## src/rtl/encode_opnds_pkg.sv

```systemverilog
// Shared encodings for the IA-32 instruction encoder: operand forms, FSM states,
// prefix bytes and operand-form classification helpers.
package encode_opnds_pkg;

  localparam int MAX_LEN = 13;
  localparam int LEN_W   = $clog2(MAX_LEN + 1);

  localparam logic [7:0] PFX_OPSIZE   = 8'h66;
  localparam logic [7:0] PFX_ADDRSIZE = 8'h67;

  localparam logic [3:0] OPND_ENC_NONE                = 4'd0;
  localparam logic [3:0] OPND_ENC_REG                 = 4'd1;
  localparam logic [3:0] OPND_ENC_IMM                 = 4'd2;
  localparam logic [3:0] OPND_ENC_REG_IMM             = 4'd3;
  localparam logic [3:0] OPND_ENC_EAX_IMM             = 4'd4;
  localparam logic [3:0] OPND_ENC_MODREGRM_RM         = 4'd5;
  localparam logic [3:0] OPND_ENC_MODREGRM_REG_RM     = 4'd6;
  localparam logic [3:0] OPND_ENC_MODREGRM_RM_REG     = 4'd7;
  localparam logic [3:0] OPND_ENC_MODREGRM_RM_IMM     = 4'd8;
  localparam logic [3:0] OPND_ENC_MODREGRM_REG_RM_IMM = 4'd9;
  localparam logic [3:0] OPND_ENC_MODREGRM_RM_REG_IMM = 4'd10;

  // State order is also emission order; the skip logic relies on it.
  typedef enum logic [2:0] {
    ENC_ST_IDLE  = 3'd0,
    ENC_ST_PFX66 = 3'd1,
    ENC_ST_PFX67 = 3'd2,
    ENC_ST_OPC   = 3'd3,
    ENC_ST_MODRM = 3'd4,
    ENC_ST_SIB   = 3'd5,
    ENC_ST_DISP  = 3'd6,
    ENC_ST_IMM   = 3'd7
  } enc_state_t;

  function automatic logic form_has_modrm(input logic [3:0] form);
    return (form >= OPND_ENC_MODREGRM_RM) && (form <= OPND_ENC_MODREGRM_RM_REG_IMM);
  endfunction

  function automatic logic form_has_imm(input logic [3:0] form);
    return (form == OPND_ENC_IMM) || (form == OPND_ENC_REG_IMM) ||
           (form == OPND_ENC_EAX_IMM) || (form == OPND_ENC_MODREGRM_RM_IMM) ||
           (form == OPND_ENC_MODREGRM_REG_RM_IMM) || (form == OPND_ENC_MODREGRM_RM_REG_IMM);
  endfunction

endpackage

```

## src/rtl/encode_opnds_field_lens.sv

```systemverilog
// Combinational field-presence and length calculation for one instruction description.
module encode_field_lens
  import encode_opnds_pkg::*;
(
  input  logic [3:0]       opnd_form,
  input  logic [7:0]       modrm,
  input  logic [7:0]       sib,
  input  logic             operand16,
  input  logic             addr16,
  input  logic             imm_1byte,
  output logic             has_modrm,
  output logic             has_sib,
  output logic             has_imm,
  output logic [2:0]       disp_len,
  output logic [2:0]       imm_len,
  output logic [LEN_W-1:0] total_len
);

  logic [1:0] mod_f;
  logic [2:0] rm_f;

  assign mod_f = modrm[7:6];
  assign rm_f  = modrm[2:0];

  always_comb begin
    has_modrm = form_has_modrm(opnd_form);
    has_imm   = form_has_imm(opnd_form);
    has_sib   = has_modrm & ~addr16 & (mod_f != 2'b11) & (rm_f == 3'b100);
    disp_len  = 3'd0;
    if (has_modrm) begin
      if (addr16) begin
        case (mod_f)
          2'b01:   disp_len = 3'd1;
          2'b10:   disp_len = 3'd2;
          2'b00:   disp_len = (rm_f == 3'b110) ? 3'd2 : 3'd0;
          default: disp_len = 3'd0;
        endcase
      end else begin
        case (mod_f)
          2'b01:   disp_len = 3'd1;
          2'b10:   disp_len = 3'd4;
          // mod 00 with rm 101, or with a SIB whose base is 101, means disp32 without base
          2'b00:   disp_len = ((rm_f == 3'b101) || (has_sib && (sib[2:0] == 3'b101))) ? 3'd4 : 3'd0;
          default: disp_len = 3'd0;
        endcase
      end
    end
    if (!has_imm)       imm_len = 3'd0;
    else if (imm_1byte) imm_len = 3'd1;
    else if (operand16) imm_len = 3'd2;
    else                imm_len = 3'd4;
    total_len = LEN_W'(operand16) + LEN_W'(addr16) + LEN_W'(1) + LEN_W'(has_modrm) +
                LEN_W'(has_sib) + LEN_W'(disp_len) + LEN_W'(imm_len);
  end

endmodule

```

## src/rtl/encode_opnds.sv

```systemverilog
// IA-32 instruction encoder: latches one instruction description and streams its
// bytes (prefixes, opcode, ModR/M, SIB, disp, imm) with valid/ready handshaking.
module encode_opnds
  import encode_opnds_pkg::*;
(
  input  logic             clk,
  input  logic             rst,
  input  logic             req_valid,
  output logic             req_ready,
  input  logic [7:0]       opc,
  input  logic [3:0]       opnd_form,
  input  logic             prefix_operand_16bit,
  input  logic             prefix_address_16bit,
  input  logic             imm_1byte,
  input  logic [7:0]       modrm,
  input  logic [7:0]       sib,
  input  logic [31:0]      disp,
  input  logic [31:0]      imm,
  output logic             out_valid,
  input  logic             out_ready,
  output logic [7:0]       out_byte,
  output logic             out_last,
  output logic [LEN_W-1:0] out_len
);

  enc_state_t       state, state_nxt;
  logic [1:0]       idx, idx_nxt;
  logic             has_modrm_c, has_sib_c, has_imm_c;
  logic [2:0]       disp_len_c, imm_len_c;
  logic [LEN_W-1:0] total_len_c;

  logic [7:0]       opc_p0, modrm_p0, sib_p0;
  logic [31:0]      disp_p0, imm_p0;
  logic             op16_p0, a16_p0, has_modrm_p0, has_sib_p0;
  logic [2:0]       disp_len_p0, imm_len_p0;
  logic [LEN_W-1:0] len_p0;
  logic [7:1]       pres_in, pres_p0;
  logic             field_more;

  encode_field_lens u_lens (
    .opnd_form (opnd_form),
    .modrm     (modrm),
    .sib       (sib),
    .operand16 (prefix_operand_16bit),
    .addr16    (prefix_address_16bit),
    .imm_1byte (imm_1byte),
    .has_modrm (has_modrm_c),
    .has_sib   (has_sib_c),
    .has_imm   (has_imm_c),
    .disp_len  (disp_len_c),
    .imm_len   (imm_len_c),
    .total_len (total_len_c)
  );

  // Lowest-numbered present state after cur; IDLE when nothing is left to emit.
  function automatic enc_state_t next_field(input enc_state_t cur, input logic [7:1] pres);
    enc_state_t nxt;
    nxt = ENC_ST_IDLE;
    for (int i = 7; i >= 1; i--) begin
      if ((3'(i) > cur) && pres[i]) nxt = enc_state_t'(3'(i));
    end
    return nxt;
  endfunction

  assign pres_in = {(imm_len_c != 3'd0), (disp_len_c != 3'd0), has_sib_c, has_modrm_c,
                    1'b1, prefix_address_16bit, prefix_operand_16bit};
  assign pres_p0 = {(imm_len_p0 != 3'd0), (disp_len_p0 != 3'd0), has_sib_p0, has_modrm_p0,
                    1'b1, a16_p0, op16_p0};

  always_comb begin
    field_more = 1'b0;
    if (state == ENC_ST_DISP) field_more = (idx != (disp_len_p0[1:0] - 2'd1));
    if (state == ENC_ST_IMM)  field_more = (idx != (imm_len_p0[1:0] - 2'd1));
  end

  // Stage p0: request capture on accept
  always_ff @(posedge clk) begin
    if ((state == ENC_ST_IDLE) && req_valid) begin
      opc_p0       <= opc;
      modrm_p0     <= modrm;
      sib_p0       <= sib;
      disp_p0      <= disp;
      imm_p0       <= imm;
      op16_p0      <= prefix_operand_16bit;
      a16_p0       <= prefix_address_16bit;
      has_modrm_p0 <= has_modrm_c;
      has_sib_p0   <= has_sib_c;
      disp_len_p0  <= disp_len_c;
      imm_len_p0   <= imm_len_c;
      len_p0       <= total_len_c;
    end
  end

  always_ff @(posedge clk) begin
    if (rst) begin
      state <= ENC_ST_IDLE;
      idx   <= 2'd0;
    end else begin
      state <= state_nxt;
      idx   <= idx_nxt;
    end
  end

  always_comb begin
    state_nxt = state;
    idx_nxt   = idx;
    if (state == ENC_ST_IDLE) begin
      idx_nxt = 2'd0;
      if (req_valid) state_nxt = next_field(ENC_ST_IDLE, pres_in);
    end else if (out_ready) begin
      if (field_more) begin
        idx_nxt = idx + 2'd1;
      end else begin
        state_nxt = next_field(state, pres_p0);
        idx_nxt   = 2'd0;
      end
    end
  end

  always_comb begin
    req_ready = (state == ENC_ST_IDLE);
    out_valid = (state != ENC_ST_IDLE);
    out_len   = (state == ENC_ST_IDLE) ? '0 : len_p0;
    out_last  = (state != ENC_ST_IDLE) && !field_more && (next_field(state, pres_p0) == ENC_ST_IDLE);
    case (state)
      ENC_ST_PFX66: out_byte = PFX_OPSIZE;
      ENC_ST_PFX67: out_byte = PFX_ADDRSIZE;
      ENC_ST_OPC:   out_byte = opc_p0;
      ENC_ST_MODRM: out_byte = modrm_p0;
      ENC_ST_SIB:   out_byte = sib_p0;
      ENC_ST_DISP:  out_byte = disp_p0[{idx, 3'b000} +: 8];
      ENC_ST_IMM:   out_byte = imm_p0[{idx, 3'b000} +: 8];
      default:      out_byte = 8'h00;
    endcase
  end

endmodule

```

## config.mk

```make
export PLATFORM = sky130hd
export DESIGN_NAME = encode_opnds
export DESIGN_NICKNAME = d
export VERILOG_FILES = /design/src/rtl/encode_opnds_pkg.sv /design/src/rtl/encode_opnds_field_lens.sv /design/src/rtl/encode_opnds.sv
export SDC_FILE = /design/constraint.sdc
export NUM_CORES = 1
export LEC_CHECK = 0
export BUFFER_PORTS_ARGS = -buffer_cell sky130_fd_sc_hd__clkbuf_2
export CAP_MARGIN = 40
export CORE_AREA = 5 5 115 117
export CTS_BUF_LIST = sky130_fd_sc_hd__clkbuf_8
export CTS_CLUSTER_DIAMETER = 80
export CTS_CLUSTER_SIZE = 24
export DETAILED_ROUTE_END_ITERATION = 8
export DIE_AREA = 0 0 120 122
export GPL_TIMING_DRIVEN = 0
export PLACE_DENSITY = 0.67
export SYNTH_ARGS = -nofsm -noshare
export SYNTH_HDL_FRONTEND = slang
export SYNTH_SLANG_ARGS = --single-unit
```

## constraint.sdc

```tcl
create_clock -name clk -period 4.3 [get_ports clk]
set_clock_uncertainty 0.05 [all_clocks]
set_input_delay 0.86 -clock clk [delete_from_list [all_inputs] [get_ports clk]]
set_output_delay 0.86 -clock clk [all_outputs]
set_load 0.01 [all_outputs]
```

### Word level (Yosys, flattened, before mapping)

Index checks and enable logic that the tools add are counted.

* $add $sub $neg: 9
* multiply operators: 0
* div/mod/pow operators: 0
* magnitude comparators: 9
* equal/unequal tests: 24
* shift operators: 2
* mux-type cells: 27
* bitwise gates (word level): 4
* reductions and logical operators: 27

Operators with widths (number)
* $shiftx A32 B6 Y8: 2
* $pmux W8 S7: 1
* $mux W3: 18
* $eq A3 B3 Y1 const B: 8
* $pmux W3 S3: 2
* $eq A4 B4 Y1 const B: 3
* $gt A3 B3 Y1 const A: 4
* $logic_and A1 B1 Y1: 11
* $reduce_bool A3 Y1: 3
* $add A4 B1 Y4: 2
* $add A4 B3 Y4: 2
* $eq A4 B2 Y1 const B: 2
* $eq A3 B2 Y1 const B: 2
* $gt A2 B3 Y1 const A: 2
* $logic_not A3 Y1: 2
* $logic_or A1 B1 Y1: 6
* $ne A2 B2 Y1 const B: 3
* $add A4 B1 Y4 const B: 1
* $eq A4 B3 Y1 const B: 1
* $ge A4 B3 Y1 const B: 1
* $le A4 B4 Y1 const B: 1
* $mux W2: 2
* $mux W4: 1
* $ne A2 B2 Y1: 2
* 15 further kinds: 20

* register bits: 107
* bits in latches: 0
* RAM bits: 0
* memory bits (read-only): 0
* input bits: 99
* output and inout port bits: 15
* word-level logic and storage cells: 116
* memories: 0

### Logic depth before layout (Yosys ltp)

Gate-level depths: netlist of the first run.

* depth after elaboration: 13
* mapped depth: 12
* depth with buffers taken out: 12

### Modules after synthesis

A second synthesis of the first run with hierarchy kept.

* cells, all modules: 297
* area, all modules: 4682.0 um2

Modules (own cells, without submodules)
* encode_opnds: times used 1, cells each 255, area each 4299.1 um2, sequential area each 3133.0 um2
* encode_field_lens: times used 1, cells each 42, area each 382.9 um2, sequential area each 0.0 um2

### Worst setup path before layout of the first run

OpenSTA, ideal clock, no wires.

* path type: input-to-reg
* start: in opnd_form[2]
* end: reg len_p0[3] (data pin)
* library setup time: 258 ps
* arrival time: 3218 ps
* required time: 3992 ps
* slack: 774 ps
* stages on the path: 10
* path buffers: 0
* cells stage by stage: nor2b_1 > a22oi_1 > inv_1 > nand3_1 > or3_1 > a2111oi_1 > fa_1 > ha_1 > a21oi_1 > xnor2_1

* cells in the longest elaborated chain, start to end: 13
* elaborated cells on any way between the ends: 28
* those cells by class: add/sub: 4; order compare: 2; eq/ne: 6; mux: 5; bitwise: 3; reduce/logical: 8

Ends and longest elaborated chain
* from (decl): line encode_opnds.sv:11 `input logic [3:0] opnd_form,`
* $ge A4 B3 Y1 / $le A4 B4 Y1 (equally long branches): line encode_opnds_pkg.sv:36 `return (form >= OPND_ENC_MODREGRM_RM) && (form <= OPND_ENC_MODREGRM_RM_REG_IMM);`
* $logic_and A1 B1 Y1 *: line encode_opnds_pkg.sv:36
* via has_modrm_c: line encode_opnds.sv:28 `logic has_modrm_c, has_sib_c, has_imm_c;`
* $and A1 B1 Y1 (3 in a row): line encode_opnds_field_lens.sv:28 `has_sib = has_modrm & ~addr16 & (mod_f != 2'b11) & (rm_f == 3'b100);`
* $logic_and A1 B1 Y1: line encode_opnds_field_lens.sv:43 `2'b00: disp_len = ((rm_f == 3'b101) || (has_sib && (sib[2:0] == 3'b101))) ? 3'd4 : 3'd0;`
* $logic_or A1 B1 Y1: line encode_opnds_field_lens.sv:43
* $mux W3: line encode_opnds_field_lens.sv:43
* $pmux W3 S3: line encode_opnds_field_lens.sv:39 `case (mod_f)`
* $mux W3: line encode_opnds_field_lens.sv:31 `if (addr16) begin`
* $mux W3 *: line encode_opnds_field_lens.sv:30 `if (has_modrm) begin`
* via disp_len_c[2]: line encode_opnds.sv:29 `logic [2:0] disp_len_c, imm_len_c;`
* $add A4 B3 Y4 * (2 in a row): line encode_opnds_field_lens.sv:53 `LEN_W'(has_sib) + LEN_W'(disp_len) + LEN_W'(imm_len);`
* via total_len_c[3]: line encode_opnds.sv:30 `logic [LEN_W-1:0] total_len_c;`
* to (signal assigned): line encode_opnds.sv:90 `len_p0 <= total_len_c;`
* to (decl): line encode_opnds.sv:36 `logic [LEN_W-1:0] len_p0;`

Mark *: on every way through the listed nets, which the timed path passes. The rest lies on a longest branch.
A chain may end at the register's enable or synchronous reset.

### Worst setup path after layout of the first run

Same ends and word-level chain as after synthesis.

==> results of run 1 <==
[per-layer routing]
metal	vias up	track usage, %	part of all wire (%)
met5	-	0	0
met4	0	6.514	2.4
met3	13	3.435	6.4
met2	108	23.53	51
met1	1385	16.78	40
li1	1412	-	-
[path summary, 6_finish.rpt]
kind | cells past startpoint | slack [ns] | startpoint | to
setup / recovery | 11 | 0.69 | opnd_form[2] | len_p0[3]
hold / removal | 1 | 0.60 | imm[28] | imm_p0[28]
setup reg to reg | 6 | 2.14 | state[0] | disp_p0[2]
hold reg to reg | 4 | 0.68 | a16_p0 | state[0]
[cell families (layout without fill, tap and decap cells)]
kind of cell    count (synthesis)  count (layout)  synth area share [%]
flops                         106             106                 67.13
compound gates                 62              62                 9.303
simple gates                   60              60                 6.810
buf+inv                        35             165                 3.405
mux                            16              16                 7.721
fa+ha+maj                      13              13                 4.129
xor+xnor                        8               8                 1.501
[Yosys cell counts, drive strengths merged]
cell and number:
a2111oi 2, a221o 1, edfxtp 101, inv 23
o22ai 4, and3b 1, o21ai 8, dfxtp 5
a22oi 4, a22o 3, o2bb2ai 1, ha 9
xor2 5, nor3 1, fa 4, or3 3
a21o 2, mux4 16, and2 6, o211a 1
nand2b 3, a21oi 14, nand2 17, nor2 9
buf 6, xnor2 3, clkinv 1, nand3b 1
or2 1, and3 3, clkbuf 5, a32oi 5
a211oi 15, nand3 4, a211o 1, o221ai 1
nor2b 10, or3b 1
[flip-flops by register name, summed over array words and instances, names as in the netlist]
| signal | count |
|---|---|
| modrm_p0 | 8 |
| idx | 2 |
| len_p0 | 4 |
| state | 3 |
| sib_p0 | 8 |
| a16_p0 | 1 |
| disp_len_p0 | 3 |
| has_modrm_p0 | 1 |
| opc_p0 | 8 |
| imm_len_p0 | 3 |
| imm_p0 | 32 |
| disp_p0 | 32 |
| has_sib_p0 | 1 |
[stage by stage]
step           total power [uW]  setup WS [ns]    TNS, ns  util (%)
2_1_floorplan              1912         0.7740          0         -
6_report                   2756         0.6945          0     46.19
3_5_place_dp               2154         0.2515          0     44.45
5_1_grt                    2909         0.4881          0     46.19
3_3_place_gp               2142      -0.002972  -0.002972     44.21
4_1_cts                    2792         0.6643          0     46.19
[area by class of cell]
type,count,share of cell area [%]
tap,150,3.314
buffer,11,1.127
timing repair buffer,114,10.47
inverter,24,1.723
clock inverter,7,1.569
clock buffer,9,2.187
multi-input combinational,159,24.28
sequential,106,55.32
[power by group through the flow]
stage	Sequential [uW]	Clock (uW)	Combinational (uW)
3_5_place_dp	1470	0	682
4_1_cts	1450	660	684
3_3_place_gp	1490	0	647
2_1_floorplan	1470	0	438
6_report	1440	640	671
5_1_grt	1470	697	746
==> impl_results.html, run 1 <==
<table>
<tr><th>Metric</th><th>Value</th></tr>
<tr><th colspan="2">Synthesis</th></tr>
<tr><td>Gate Count Post-Synth</td><td>300</td></tr>
<tr><td>Number of storage elements in the synthesis netlist</td><td>between 100 and 150</td></tr>
<tr><td>Sequential area share after synthesis</td><td>roughly two thirds</td></tr>
<tr><td>Nets in the synthesized netlist</td><td>between 400 and 500</td></tr>
<tr><td>Average instance area after synthesis</td><td>15.56 um^2</td></tr>
<tr><td>Netlist area before placement</td><td>around 4700 um^2</td></tr>
<tr><td>Top cells by area in the synthesized netlist</td><td>sky130_fd_sc_hd__edfxtp_1, sky130_fd_sc_hd__mux4_2, sky130_fd_sc_hd__a211oi_1</td></tr>
<tr><td>Syn. warnings</td><td>0</td></tr>
<tr><td>Count of cell types in the netlist</td><td>43</td></tr>
<tr><td>Yosys top cell area share</td><td>between 60% and 70%</td></tr>
<tr><td>Dominant cell type by area after synthesis</td><td>sky130_fd_sc_hd__edfxtp_1</td></tr>
<tr><th colspan="2">Pwr</th></tr>
<tr><td>Switching power</td><td>between 800 and 900 uW</td></tr>
<tr><td>Proportion of power drawn by flip-flops and latches</td><td>roughly 52%</td></tr>
<tr><td>Combinational group share of total power</td><td>between 20% and 30%</td></tr>
<tr><td>Worst supply voltage drop on vdd</td><td>between 0.2 and 0.3 mV</td></tr>
<tr><td>Power density cells</td><td>486.7 nW/um^2</td></tr>
<tr><td>Cell internal pwr</td><td>between 1500 and 2000 uW</td></tr>
<tr><td>Fraction of power spent switching nets</td><td>between 20% and 30%</td></tr>
<tr><td>Static leakage power</td><td>approximately 0.0023 uW</td></tr>
<tr><td>Clock share of power</td><td>a little under a quarter</td></tr>
<tr><th colspan="2">STA</th></tr>
<tr><td>Slew at the pin closest to its max-slew limit</td><td>between 0.5 and 0.6 ns</td></tr>
<tr><td>Worst-case hold slack</td><td>roughly 0.6 ns</td></tr>
<tr><td>Fin crit share</td><td>83.85%</td></tr>
<tr><td>Count of final hold-check violations</td><td>0</td></tr>
<tr><td>Number of pins with negative max-slew slack in the final report</td><td>0</td></tr>
<tr><td>Max_slew headroom</td><td>60.08%</td></tr>
<tr><td>Final Setup Violations</td><td>0</td></tr>
<tr><td>Peak Freq</td><td>~0.28 GHz</td></tr>
<tr><td>Time the final worst path needs with I/O delays and setup</td><td>3.606 ns</td></tr>
<tr><td>RSZ-0062 raised after global routing</td><td>false</td></tr>
<tr><th colspan="2">Clock network</th></tr>
<tr><td>Maximum clock path buffer count</td><td>2</td></tr>
<tr><td>Buffers inserted by post-CTS timing repair</td><td>0</td></tr>
<tr><td>Clock tree from TritonCTS</td><td>yes</td></tr>
<tr><td>Total clock sinks</td><td>~110</td></tr>
<tr><td>Number of hold buffers added after cts</td><td>0</td></tr>
<tr><td>PostCTS Resize Cnt</td><td>0</td></tr>
<tr><td>Clock root buffer</td><td>sky130_fd_sc_hd__clkbuf_8</td></tr>
<tr><td>CTS buffer count</td><td>9</td></tr>
<tr><td>Latest clock arrival within the worst-skew pair</td><td>around 0.37 ns</td></tr>
<tr><td>CTS H-tree depth</td><td>3</td></tr>
<tr><td>Clock transition at the registers of the reported paths</td><td>0.11 ns</td></tr>
<tr><th colspan="2">Drt</th></tr>
<tr><td>Post-DRT Antenna Nets</td><td>0</td></tr>
<tr><td>Via-to-Cell Ratio</td><td>between 5 and 6</td></tr>
<tr><td>First drt pass iteration count</td><td>4</td></tr>
<tr><td>Violation count after the first detailed-route iteration</td><td>roughly 140</td></tr>
<tr><td>Routed wire length per instance</td><td>between 15 and 20 um</td></tr>
<tr><td>Total wirelength of the detailed-routed design</td><td>between 9000 and 10000 um</td></tr>
<tr><td>Total via count after detailed routing</td><td>approximately 2900</td></tr>
<tr><td>Count of unresolved DRC violations after routing</td><td>0</td></tr>
<tr><th colspan="2">Placement</th></tr>
<tr><td>GPL Wtd Cong</td><td>about 0.83</td></tr>
<tr><td>Post-DP Area</td><td>approximately 5500 um^2</td></tr>
<tr><td>Count of input and output buffers</td><td>around 110</td></tr>
<tr><td>Placed Instances</td><td>564</td></tr>
<tr><td>Detail Placement HPWL</td><td>between 7000 and 8000 um</td></tr>
<tr><th colspan="2">Critical path</th></tr>
<tr><td>Critical-path cell with the highest stage delay</td><td>sky130_fd_sc_hd__a2111oi_1</td></tr>
<tr><td>Type of element launching the critical path</td><td>input pin</td></tr>
<tr><td>Crit path largest cell delay</td><td>roughly 0.57 ns</td></tr>
<tr><td>Critical path cell sequence</td><td>clkbuf_2 &gt; nor2b_1 &gt; a22oi_1 &gt; inv_1 &gt; nand3_1 &gt; or3_1 &gt; a2111oi_1 &gt; fa_1 &gt; ha_1 &gt; a21oi_1 &gt; xnor2_1</td></tr>
<tr><td>CP Capture Type</td><td>flip-flop</td></tr>
<tr><td>Worst setup path class</td><td>input pin to flip-flop</td></tr>
<tr><td>Data required time at the worst endpoint</td><td>around 4.4 ns</td></tr>
<tr><td>Critical path data arrival time</td><td>3.69 ns</td></tr>
<tr><td>Kind of cell with the highest combined delay on the critical path</td><td>compound AO/OA/AOI/OAI gates</td></tr>
<tr><td>Worst path bufs/invs</td><td>2</td></tr>
<tr><td>Worst-path fanout max</td><td>4</td></tr>
<tr><th colspan="2">Die</th></tr>
<tr><td>CORE AREA</td><td>around 12000 um^2</td></tr>
<tr><td>Vertical extent of the die</td><td>about 120 um</td></tr>
<tr><td>X dimension of the die</td><td>approximately 120 um</td></tr>
<tr><td>FP Rows</td><td>41</td></tr>
<tr><td># IOs</td><td>114</td></tr>
<tr><td>Starting density of the core</td><td>around two fifths</td></tr>
<tr><td>Total Die Area</td><td>roughly 15000 um^2</td></tr>
<tr><th colspan="2">Cells and area</th></tr>
<tr><td>Number of standard cells in the layout, taps in and fillers out</td><td>580</td></tr>
<tr><td>Highest-count cells in the layout ignoring fill and taps</td><td>sky130_fd_sc_hd__clkbuf_2, sky130_fd_sc_hd__edfxtp_1, sky130_fd_sc_hd__inv_1, sky130_fd_sc_hd__nand2_1, sky130_fd_sc_hd__mux4_2</td></tr>
<tr><td>Sequential cell area</td><td>between 3000 and 4000 um^2</td></tr>
<tr><td>Antenna diode count</td><td>0</td></tr>
<tr><td>Area Overhead vs Synth</td><td>21.34%</td></tr>
<tr><td>Fraction of layout instances using a drive strength above 1</td><td>36.74%</td></tr>
<tr><td>Fillcell total</td><td>~1100</td></tr>
<tr><td>Fin nets</td><td>537</td></tr>
<tr><td>Area of all placed cells without fillers</td><td>between 5000 and 6000 um^2</td></tr>
<tr><td>Most common cell after layout, fill and taps aside</td><td>sky130_fd_sc_hd__clkbuf_2</td></tr>
<tr><td>Multi-input combinational cell area</td><td>1375 um^2</td></tr>
<tr><th colspan="2">GRT</th></tr>
<tr><td>Overflow left after global routing</td><td>0</td></tr>
<tr><td>First-pass GRT wire length</td><td>around 15000 um</td></tr>
<tr><td>Tot GR Track Use</td><td>13.90%</td></tr>
<tr><td>Pin count of the biggest net entering global routing</td><td>71</td></tr>
<tr><td>Vias in the first global route</td><td>3033</td></tr>
<tr><td>Number of antenna violations at the first check in global routing</td><td>0</td></tr>
<tr><th colspan="2">Min path</th></tr>
<tr><td>Worst min-delay path class</td><td>input pin to flip-flop</td></tr>
<tr><th colspan="2">Run status</th></tr>
<tr><td>Outcome</td><td>finished clean</td></tr>
<tr><th colspan="2">Flow run</th></tr>
<tr><td>Number of maximum-capacitance constraint violations</td><td>0</td></tr>
</table>
(Power assumes the default switching activity.)
==> run 2: changes to the inputs <==
--- a/config.mk
+++ b/config.mk
@@ -14,7 +14,7 @@
 export DETAILED_ROUTE_END_ITERATION = 8
 export DIE_AREA = 0 0 120 122
 export GPL_TIMING_DRIVEN = 0
-export PLACE_DENSITY = 0.67
+export PLACE_DENSITY = 0.7
 export SYNTH_ARGS = -nofsm -noshare
 export SYNTH_HDL_FRONTEND = slang
 export SYNTH_SLANG_ARGS = --single-unit
==> constraint.sdc (replaced) <==
create_clock -name clk -period 3.05 [get_ports clk]
set_clock_uncertainty 0.05 [all_clocks]
set_input_delay 0.61 -clock clk [delete_from_list [all_inputs] [get_ports clk]]
set_output_delay 0.61 -clock clk [all_outputs]
set_load 0.01 [all_outputs]
==> impl_results.html, run 2 (synthesis results as in run 1) <==
<table>
<tr><th>Metric</th><th>Value</th></tr>
<tr><th colspan="2">Die</th></tr>
<tr><td>Total Die Area</td><td>14640 um^2 (unchanged)</td></tr>
<tr><td>Vertical extent of the die</td><td>122 um (unchanged)</td></tr>
<tr><td>X dimension of the die</td><td>120 um (unchanged)</td></tr>
<tr><td>CORE AREA</td><td>12260 um^2 (unchanged)</td></tr>
<tr><td>FP Rows</td><td>41 (unchanged)</td></tr>
<tr><td>Starting density of the core</td><td>38.07% (unchanged)</td></tr>
<tr><td># IOs</td><td>114 (unchanged)</td></tr>
<tr><th colspan="2">Critical path</th></tr>
<tr><td>Critical path data arrival time</td><td>3.06 ns (was 3.69 ns)</td></tr>
<tr><td>R2r setup slk</td><td>0.60 ns (was 2.14 ns)</td></tr>
<tr><td>Number of cells traversed by the worst register-to-register path</td><td>8 (was 6)</td></tr>
<tr><td>CP Capture Type</td><td>flip-flop (unchanged)</td></tr>
<tr><td>Reg2Reg Capture Point</td><td>state[0] (was disp_p0[2])</td></tr>
<tr><td>End point of the critical path</td><td>len_p0[3] (unchanged)</td></tr>
<tr><td>Worst setup path class</td><td>input pin to flip-flop (unchanged)</td></tr>
<tr><td>Type of element launching the critical path</td><td>input pin (unchanged)</td></tr>
<tr><td>Data required time at the worst endpoint</td><td>3.12 ns (was 4.38 ns)</td></tr>
<tr><td>Reg2Reg Launch Point</td><td>state[0] (unchanged)</td></tr>
<tr><td>Critical path launch point</td><td>modrm[6] (was opnd_form[2])</td></tr>
<tr><td>Worst-path fanout max</td><td>5 (was 4)</td></tr>
<tr><th colspan="2">Clock network</th></tr>
<tr><td>Number of hold buffers added after cts</td><td>0 (unchanged)</td></tr>
<tr><td>Clock transition at the registers of the reported paths</td><td>0.10 ns (was 0.11 ns)</td></tr>
<tr><td>Maximum clock path buffer count</td><td>2 (unchanged)</td></tr>
<tr><td>Total clock sinks</td><td>106 (unchanged)</td></tr>
<tr><td>CTS H-tree depth</td><td>3 (unchanged)</td></tr>
<tr><td>Clock tree from TritonCTS</td><td>yes (unchanged)</td></tr>
<tr><td>Clock root buffer</td><td>sky130_fd_sc_hd__clkbuf_8 (unchanged)</td></tr>
<tr><td>CTS buffer count</td><td>9 (unchanged)</td></tr>
<tr><td>Latest clock arrival within the worst-skew pair</td><td>0.36 ns (was 0.37 ns)</td></tr>
<tr><th colspan="2">Placement</th></tr>
<tr><td>Count of input and output buffers</td><td>113 (unchanged)</td></tr>
<tr><td>GPL Wtd Cong</td><td>0.8295 (was 0.8287)</td></tr>
<tr><td>Placed Instances</td><td>565 (was 564)</td></tr>
<tr><td>Post-DP Area</td><td>5529 um^2 (was 5450 um^2)</td></tr>
<tr><td>Detail Placement HPWL</td><td>7619 um (was 7370 um)</td></tr>
<tr><td>Worst setup slack before clock tree synthesis</td><td>-0.3189 ns (was 0.2515 ns)</td></tr>
<tr><th colspan="2">Drt</th></tr>
<tr><td>Total via count after detailed routing</td><td>2989 (was 2918)</td></tr>
<tr><td>Violation count after the first detailed-route iteration</td><td>174 (was 143)</td></tr>
<tr><td>Routed wire length per instance</td><td>17.18 um (was 16.85 um)</td></tr>
<tr><td>First drt pass iteration count</td><td>5 (was 4)</td></tr>
<tr><td>Via-to-Cell Ratio</td><td>5.145 (was 5.031)</td></tr>
<tr><td>Post-DRT Antenna Nets</td><td>0 (unchanged)</td></tr>
<tr><td>Count of unresolved DRC violations after routing</td><td>0 (unchanged)</td></tr>
<tr><td>Total wirelength of the detailed-routed design</td><td>9983 um (was 9774 um)</td></tr>
<tr><th colspan="2">STA</th></tr>
<tr><td>Count of final hold-check violations</td><td>0 (unchanged)</td></tr>
<tr><td>Peak Freq</td><td>between 0.3 and 0.4 GHz</td></tr>
<tr><td>Number of pins with negative max-slew slack in the final report</td><td>0 (unchanged)</td></tr>
<tr><td>Time the final worst path needs with I/O delays and setup</td><td>roughly 3 ns</td></tr>
<tr><td>Worst setup slack after layout</td><td>0.06483 ns (was 0.6945 ns)</td></tr>
<tr><td>Final Setup Violations</td><td>0 (unchanged)</td></tr>
<tr><td>RSZ-0062 raised after global routing</td><td>false (unchanged)</td></tr>
<tr><td>Max_slew headroom</td><td>48.30% (was 60.08%)</td></tr>
<tr><td>Slew at the pin closest to its max-slew limit</td><td>0.7739 ns (was 0.5973 ns)</td></tr>
<tr><td>Fin crit share</td><td>97.87%</td></tr>
<tr><th colspan="2">Cells and area</th></tr>
<tr><td>Area Overhead vs Synth</td><td>23.08% (was 21.34%)</td></tr>
<tr><td>Post-layout utilization of the core</td><td>46.85% (was 46.19%)</td></tr>
<tr><td>Area of all placed cells without fillers</td><td>5744 um^2 (was 5663 um^2)</td></tr>
<tr><td>Largest registers in the final layout</td><td>disp_p0: 32 flops, imm_p0: 32 flops (unchanged)</td></tr>
<tr><td>Highest-count cells in the layout ignoring fill and taps</td><td>sky130_fd_sc_hd__clkbuf_2, sky130_fd_sc_hd__edfxtp_1, sky130_fd_sc_hd__inv_1, sky130_fd_sc_hd__nand2_1, sky130_fd_sc_hd__mux4_2 (unchanged)</td></tr>
<tr><td>Antenna diode count</td><td>0 (unchanged)</td></tr>
<tr><td>Number of standard cells in the layout, taps in and fillers out</td><td>581 (was 580)</td></tr>
<tr><td>Fin nets</td><td>539 (was 537)</td></tr>
<tr><td>Sequential cell area</td><td>3133 um^2 (unchanged)</td></tr>
<tr><td>Most common cell after layout, fill and taps aside</td><td>sky130_fd_sc_hd__clkbuf_2 (unchanged)</td></tr>
<tr><td>Fraction of layout instances using a drive strength above 1</td><td>38.75% (was 36.74%)</td></tr>
<tr><td>Fillcell total</td><td>1041 (was 1052)</td></tr>
<tr><td>Multi-input combinational cell area</td><td>1440 um^2 (was 1375 um^2)</td></tr>
<tr><th colspan="2">Flow run</th></tr>
<tr><td>Number of maximum-capacitance constraint violations</td><td>0 (unchanged)</td></tr>
<tr><th colspan="2">Pwr</th></tr>
<tr><td>Static leakage power</td><td>0.002297 uW (was 0.002285 uW)</td></tr>
<tr><td>Power density cells</td><td>684.5 nW/um^2 (was 486.7 nW/um^2)</td></tr>
<tr><td>Total power draw</td><td>3932 uW (was 2756 uW)</td></tr>
<tr><td>Worst supply voltage drop on vdd</td><td>0.3441 mV (was 0.2757 mV)</td></tr>
<tr><th colspan="2">GRT</th></tr>
<tr><td>First-pass GRT wire length</td><td>15550 um (was 15370 um)</td></tr>
<tr><td>Vias in the first global route</td><td>3092 (was 3033)</td></tr>
<tr><td>Overflow left after global routing</td><td>0 (unchanged)</td></tr>
<tr><td>Pin count of the biggest net entering global routing</td><td>41 (was 71)</td></tr>
<tr><td>Number of antenna violations at the first check in global routing</td><td>0 (unchanged)</td></tr>
<tr><td>Tot GR Track Use</td><td>13.92% (was 13.90%)</td></tr>
<tr><th colspan="2">Min path</th></tr>
<tr><td>Startpoint of the worst hold path</td><td>imm[1] (was imm[28])</td></tr>
<tr><td>Worst min-delay path class</td><td>input pin to flip-flop (unchanged)</td></tr>
<tr><th colspan="2">Run status</th></tr>
<tr><td>Outcome</td><td>finished clean (unchanged)</td></tr>
</table>
run 2: cell count changes in the layout (fill, tap and decap cells not counted), sizes merged:
cell	change
buf	+2
bufinv	+1
clkinv	-2
clkinvlp	+1
inv	-1
run 2: power breakdown:
| part | switching, uW | internal [uW] |
|---|---|---|
| clock network | 451 | 454 |
| registers | 81.2 | 1960 |
| logic | 581 | 400 |
| total | 1110 | 2820 |
run 2: layer usage:
layer / up-vias / track usage (%) / part of all wire, %
met2: 135 / 23.43 / 51
met5: - / 0 / 0
li1: 1412 / - / -
met4: 0 / 5.440 / 1.3
met3: 12 / 3.064 / 7.8
met1: 1430 / 17.64 / 40
run 2: per-stage QoR:
step           TNS [ns]  hold slack, ns
3_5_place_dp    -0.9260          0.6765
3_3_place_gp     -29.33          0.6566
6_report              0          0.3693
2_1_floorplan         0          0.6103
4_1_cts               0          0.3526
5_1_grt               0          0.3420
run 2: how the worst min path moves through the flow:
stage | end | cells past startpoint
2_1_floorplan | state[0] | 4
3_3_place_gp | state[0] | 4
3_5_place_dp | state[0] | 4
4_1_cts | imm_p0[1] | 1
5_1_grt | imm_p0[23] | 1
6_report | imm_p0[1] | 1
run 2: area by class of cell:
type	count	share of cell area (%)
flip-flops and latches	106	54.54
repair buffers	116	10.67
inverters	24	1.721
multi-input cells	159	25.07
clock buffers	9	2.156
well taps	150	3.267
clock inverters	6	1.416
plain buffers	11	1.154
run 2: timing repair:
action / in CTS / in global routing
endpoints found under the hold margin: 0 / 0
setup buffers: 0 / 1
pin swaps: 0 / 1
endpoints found under the setup margin: 2 / 2
gates resized for setup: 1 / 0
run 2: worst max-delay path: stages:
cell	delay [ns]
sky130_fd_sc_hd__clkbuf_2	0.13
sky130_fd_sc_hd__a211oi_1	0.32
sky130_fd_sc_hd__nand3_2	0.16
sky130_fd_sc_hd__or3_4	0.41
sky130_fd_sc_hd__a2111oi_4	0.44
sky130_fd_sc_hd__fa_1	0.52
sky130_fd_sc_hd__ha_4	0.30
sky130_fd_sc_hd__a21oi_2	0.06
sky130_fd_sc_hd__xnor2_1	0.12
==> run 3: changes to the inputs <==
--- a/config.mk
+++ b/config.mk
@@ -5,10 +5,10 @@
 export SDC_FILE = /design/constraint.sdc
 export NUM_CORES = 1
 export LEC_CHECK = 0
+export ABC_CLOCK_PERIOD_IN_PS = 3050
 export BUFFER_PORTS_ARGS = -buffer_cell sky130_fd_sc_hd__clkbuf_2
 export CAP_MARGIN = 40
 export CORE_AREA = 5 5 115 117
-export CTS_BUF_LIST = sky130_fd_sc_hd__clkbuf_8
 export CTS_CLUSTER_DIAMETER = 80
 export CTS_CLUSTER_SIZE = 24
 export DETAILED_ROUTE_END_ITERATION = 8
==> impl_results.html, run 3 (synthesis results as in run 1) <==
<table>
<tr><th>Metric</th><th>Value</th></tr>
<tr><th colspan="2">Clock network</th></tr>
<tr><td>Maximum clock path buffer count</td><td>2 (unchanged)</td></tr>
<tr><td>Clock tree from TritonCTS</td><td>yes (unchanged)</td></tr>
<tr><td>Clock transition at the registers of the reported paths</td><td>0.07 ns (was 0.10 ns)</td></tr>
<tr><td>CTS H-tree depth</td><td>3 (unchanged)</td></tr>
<tr><td>Number of hold buffers added after cts</td><td>0 (unchanged)</td></tr>
<tr><td>CTS buffer count</td><td>9 (unchanged)</td></tr>
<tr><td>Total clock sinks</td><td>106 (unchanged)</td></tr>
<tr><td>Clock root buffer</td><td>sky130_fd_sc_hd__clkbuf_16 (was sky130_fd_sc_hd__clkbuf_8)</td></tr>
<tr><td>Latest clock arrival within the worst-skew pair</td><td>0.33 ns (was 0.36 ns)</td></tr>
<tr><th colspan="2">GRT</th></tr>
<tr><td>Overflow left after global routing</td><td>0 (unchanged)</td></tr>
<tr><td>Tot GR Track Use</td><td>13.92% (about the same)</td></tr>
<tr><td>Vias in the first global route</td><td>3113 (was 3092)</td></tr>
<tr><td>Number of antenna violations at the first check in global routing</td><td>0 (unchanged)</td></tr>
<tr><td>Pin count of the biggest net entering global routing</td><td>41 (unchanged)</td></tr>
<tr><td>First-pass GRT wire length</td><td>15590 um (was 15550 um)</td></tr>
<tr><th colspan="2">Die</th></tr>
<tr><td>Starting density of the core</td><td>38.07% (unchanged)</td></tr>
<tr><td># IOs</td><td>114 (unchanged)</td></tr>
<tr><td>Total Die Area</td><td>14640 um^2 (unchanged)</td></tr>
<tr><td>X dimension of the die</td><td>120 um (unchanged)</td></tr>
<tr><td>FP Rows</td><td>41 (unchanged)</td></tr>
<tr><td>CORE AREA</td><td>12260 um^2 (unchanged)</td></tr>
<tr><td>Vertical extent of the die</td><td>122 um (unchanged)</td></tr>
<tr><th colspan="2">Pwr</th></tr>
<tr><td>Switching power</td><td>1138 uW (was 1113 uW)</td></tr>
<tr><td>Static leakage power</td><td>0.002340 uW (was 0.002297 uW)</td></tr>
<tr><td>Worst supply voltage drop on vdd</td><td>0.3878 mV (was 0.3441 mV)</td></tr>
<tr><td>Combinational group share of total power</td><td>23.3% (was 24.9%)</td></tr>
<tr><td>Power density cells</td><td>720.8 nW/um^2 (was 684.5 nW/um^2)</td></tr>
<tr><td>Clock share of power</td><td>28.2% (was 23.0%)</td></tr>
<tr><td>Cell internal pwr</td><td>3081 uW (was 2819 uW)</td></tr>
<tr><td>Proportion of power drawn by flip-flops and latches</td><td>48.6% (was 52.0%)</td></tr>
<tr><td>Fraction of power spent switching nets</td><td>26.98% (was 28.31%)</td></tr>
<tr><th colspan="2">Drt</th></tr>
<tr><td>First drt pass iteration count</td><td>4 (was 5)</td></tr>
<tr><td>Count of unresolved DRC violations after routing</td><td>0 (unchanged)</td></tr>
<tr><td>Violation count after the first detailed-route iteration</td><td>166 (was 174)</td></tr>
<tr><td>Via-to-Cell Ratio</td><td>5.176 (was 5.145)</td></tr>
<tr><td>Total via count after detailed routing</td><td>3007 (was 2989)</td></tr>
<tr><td>Routed wire length per instance</td><td>17.20 um (was 17.18 um)</td></tr>
<tr><td>Total wirelength of the detailed-routed design</td><td>9992 um (was 9983 um)</td></tr>
<tr><td>Post-DRT Antenna Nets</td><td>0 (unchanged)</td></tr>
<tr><th colspan="2">Cells and area</th></tr>
<tr><td>Fin nets</td><td>539 (unchanged)</td></tr>
<tr><td>Largest registers in the final layout</td><td>disp_p0: 32 flops, imm_p0: 32 flops (unchanged)</td></tr>
<tr><td>Fillcell total</td><td>1025 (was 1041)</td></tr>
<tr><td>Antenna diode count</td><td>0 (unchanged)</td></tr>
<tr><td>Most common cell after layout, fill and taps aside</td><td>sky130_fd_sc_hd__clkbuf_2 (unchanged)</td></tr>
<tr><td>Post-layout utilization of the core</td><td>47.74% (was 46.85%)</td></tr>
<tr><td>Highest-count cells in the layout ignoring fill and taps</td><td>sky130_fd_sc_hd__clkbuf_2, sky130_fd_sc_hd__edfxtp_1, sky130_fd_sc_hd__inv_1, sky130_fd_sc_hd__nand2_1, sky130_fd_sc_hd__mux4_2 (unchanged)</td></tr>
<tr><td>Area Overhead vs Synth</td><td>25.42% (was 23.08%)</td></tr>
<tr><td>Number of standard cells in the layout, taps in and fillers out</td><td>581 (unchanged)</td></tr>
<tr><td>Fraction of layout instances using a drive strength above 1</td><td>39.21% (was 38.75%)</td></tr>
<tr><th colspan="2">STA</th></tr>
<tr><td>Worst-case hold slack</td><td>0.3941 ns (was 0.3693 ns)</td></tr>
<tr><td>Number of pins with negative max-slew slack in the final report</td><td>0 (unchanged)</td></tr>
<tr><td>Count of final hold-check violations</td><td>0 (unchanged)</td></tr>
<tr><td>Peak Freq</td><td>0.3408 GHz (was 0.3350 GHz)</td></tr>
<tr><td>Fin crit share</td><td>96.21% (was 97.87%)</td></tr>
<tr><td>RSZ-0062 raised after global routing</td><td>false (unchanged)</td></tr>
<tr><td>Max_slew headroom</td><td>48.16% (was 48.30%)</td></tr>
<tr><td>Final Setup Violations</td><td>0 (unchanged)</td></tr>
<tr><td>Slew at the pin closest to its max-slew limit</td><td>0.7760 ns (was 0.7739 ns)</td></tr>
<tr><td>Worst setup slack after layout</td><td>0.1157 ns (was 0.06483 ns)</td></tr>
<tr><td>Time the final worst path needs with I/O delays and setup</td><td>2.934 ns (was 2.985 ns)</td></tr>
<tr><th colspan="2">Placement</th></tr>
<tr><td>Count of input and output buffers</td><td>113 (unchanged)</td></tr>
<tr><td>Worst setup slack before clock tree synthesis</td><td>-0.3189 ns (unchanged)</td></tr>
<tr><td>Detail Placement HPWL</td><td>7619 um (unchanged)</td></tr>
<tr><td>Placed Instances</td><td>565 (unchanged)</td></tr>
<tr><td>GPL Wtd Cong</td><td>0.8295 (unchanged)</td></tr>
<tr><th colspan="2">Critical path</th></tr>
<tr><td>Critical-path cell with the highest stage delay</td><td>sky130_fd_sc_hd__fa_1 (unchanged)</td></tr>
<tr><td>Reg2Reg Launch Point</td><td>state[0] (unchanged)</td></tr>
<tr><td>Critical path cell sequence</td><td>clkbuf_2 &gt; nor2b_4 &gt; a22oi_2 &gt; inv_2 &gt; nand3_2 &gt; or3_4 &gt; a2111oi_4 &gt; fa_1 &gt; ha_4 &gt; a21oi_2 &gt; xnor2_1 (was clkbuf_2 &gt; a211oi_1 &gt; nand3_2 &gt; or3_4 &gt; a2111oi_4 &gt; fa_1 &gt; ha_4 &gt; a21oi_2 &gt; xnor2_1)</td></tr>
<tr><td>Worst setup path class</td><td>input pin to flip-flop (unchanged)</td></tr>
<tr><td>Crit path largest cell delay</td><td>0.50 ns (was 0.52 ns)</td></tr>
<tr><td>Worst-path fanout max</td><td>4 (was 5)</td></tr>
<tr><td>Critical path data arrival time</td><td>2.98 ns (was 3.06 ns)</td></tr>
<tr><td>Type of element launching the critical path</td><td>input pin (unchanged)</td></tr>
<tr><td>Critical path launch point</td><td>opnd_form[2] (was modrm[6])</td></tr>
<tr><td>Number of cells traversed by the worst register-to-register path</td><td>8 (unchanged)</td></tr>
<tr><td>Data required time at the worst endpoint</td><td>3.09 ns (was 3.12 ns)</td></tr>
<tr><td>CP Capture Type</td><td>flip-flop (unchanged)</td></tr>
<tr><th colspan="2">Min path</th></tr>
<tr><td>Startpoint of the worst hold path</td><td>imm[1] (unchanged)</td></tr>
<tr><td>Worst min-delay path class</td><td>input pin to flip-flop (unchanged)</td></tr>
<tr><td>Hold-critical path depth</td><td>1 (unchanged)</td></tr>
<tr><th colspan="2">Flow run</th></tr>
<tr><td>Number of maximum-capacitance constraint violations</td><td>0 (unchanged)</td></tr>
<tr><th colspan="2">Run status</th></tr>
<tr><td>Outcome</td><td>finished clean (unchanged)</td></tr>
</table>
-- run 3: path summary, 6_finish.rpt --
check | endpoint | slack [ns]
worst max-delay path | len_p0[3] | 0.12
worst min-delay path | imm_p0[1] | 0.39
worst max register to register | state[0] | 0.59
worst min register to register | state[0] | 0.70
-- run 3: worst max-delay path, delay by kind of cell --
kind | cells | cell delay (ns)
buffers and inverters | 2 | 0.21
xor gates and xnor gates | 1 | 0.12
and+or+nand+nor | 3 | 0.66
AOI/OAI and AO/OA | 3 | 0.57
adders and majority gates | 2 | 0.80
-- run 3: what timing repair did --
action	4_1_cts	5_1_grt
gates resized for setup	0	3
endpoints found under the setup margin	0	7
buffers inserted	0	1
endpoints found under the hold margin	0	0
-- run 3: final cells by class --
class / count / area (um^2) / area share (%)
Tap cell: 150 / 187.7 / 3.207
Inverter: 24 / 98.84 / 1.689
Buffer: 11 / 66.31 / 1.133
Clock buffer: 10 / 229.0 / 3.912
Sequential cell: 106 / 3133 / 53.53
Multi-Input combinational cell: 159 / 1448 / 24.73
Timing Repair Buffer: 116 / 613.1 / 10.47
Clock inverter: 5 / 77.57 / 1.325
-- run 3: per-layer routing --
layer  track usage [%]  part of all wire [%]
met1             17.33                    41
met3             3.250                   6.4
met2             23.85                    52
met4             5.011                   1.1
met5                 0                     0
-- run 3: stage by stage --
| step | total power, uW | instance area (um^2) | TNS [ns] |
|---|---|---|---|
| 5_1_grt | 4417 | 5853 | 0 |
| 3_5_place_dp | 3071 | 5529 | -0.9260 |
| 2_1_floorplan | 2697 | 4736 | 0 |
| 6_report | 4219 | 5853 | 0 |
| 3_3_place_gp | 3016 | 5489 | -29.33 |
| 4_1_cts | 4251 | 5836 | 0 |
-- run 3: power groups by stage --
stage          Clock [uW]  Combinational, uW  Sequential, uW
6_report             1190                982            2050
2_1_floorplan           0                630            2070
5_1_grt              1270               1070            2070
3_5_place_dp            0                987            2080
4_1_cts              1210                992            2050
3_3_place_gp            0                924            2090
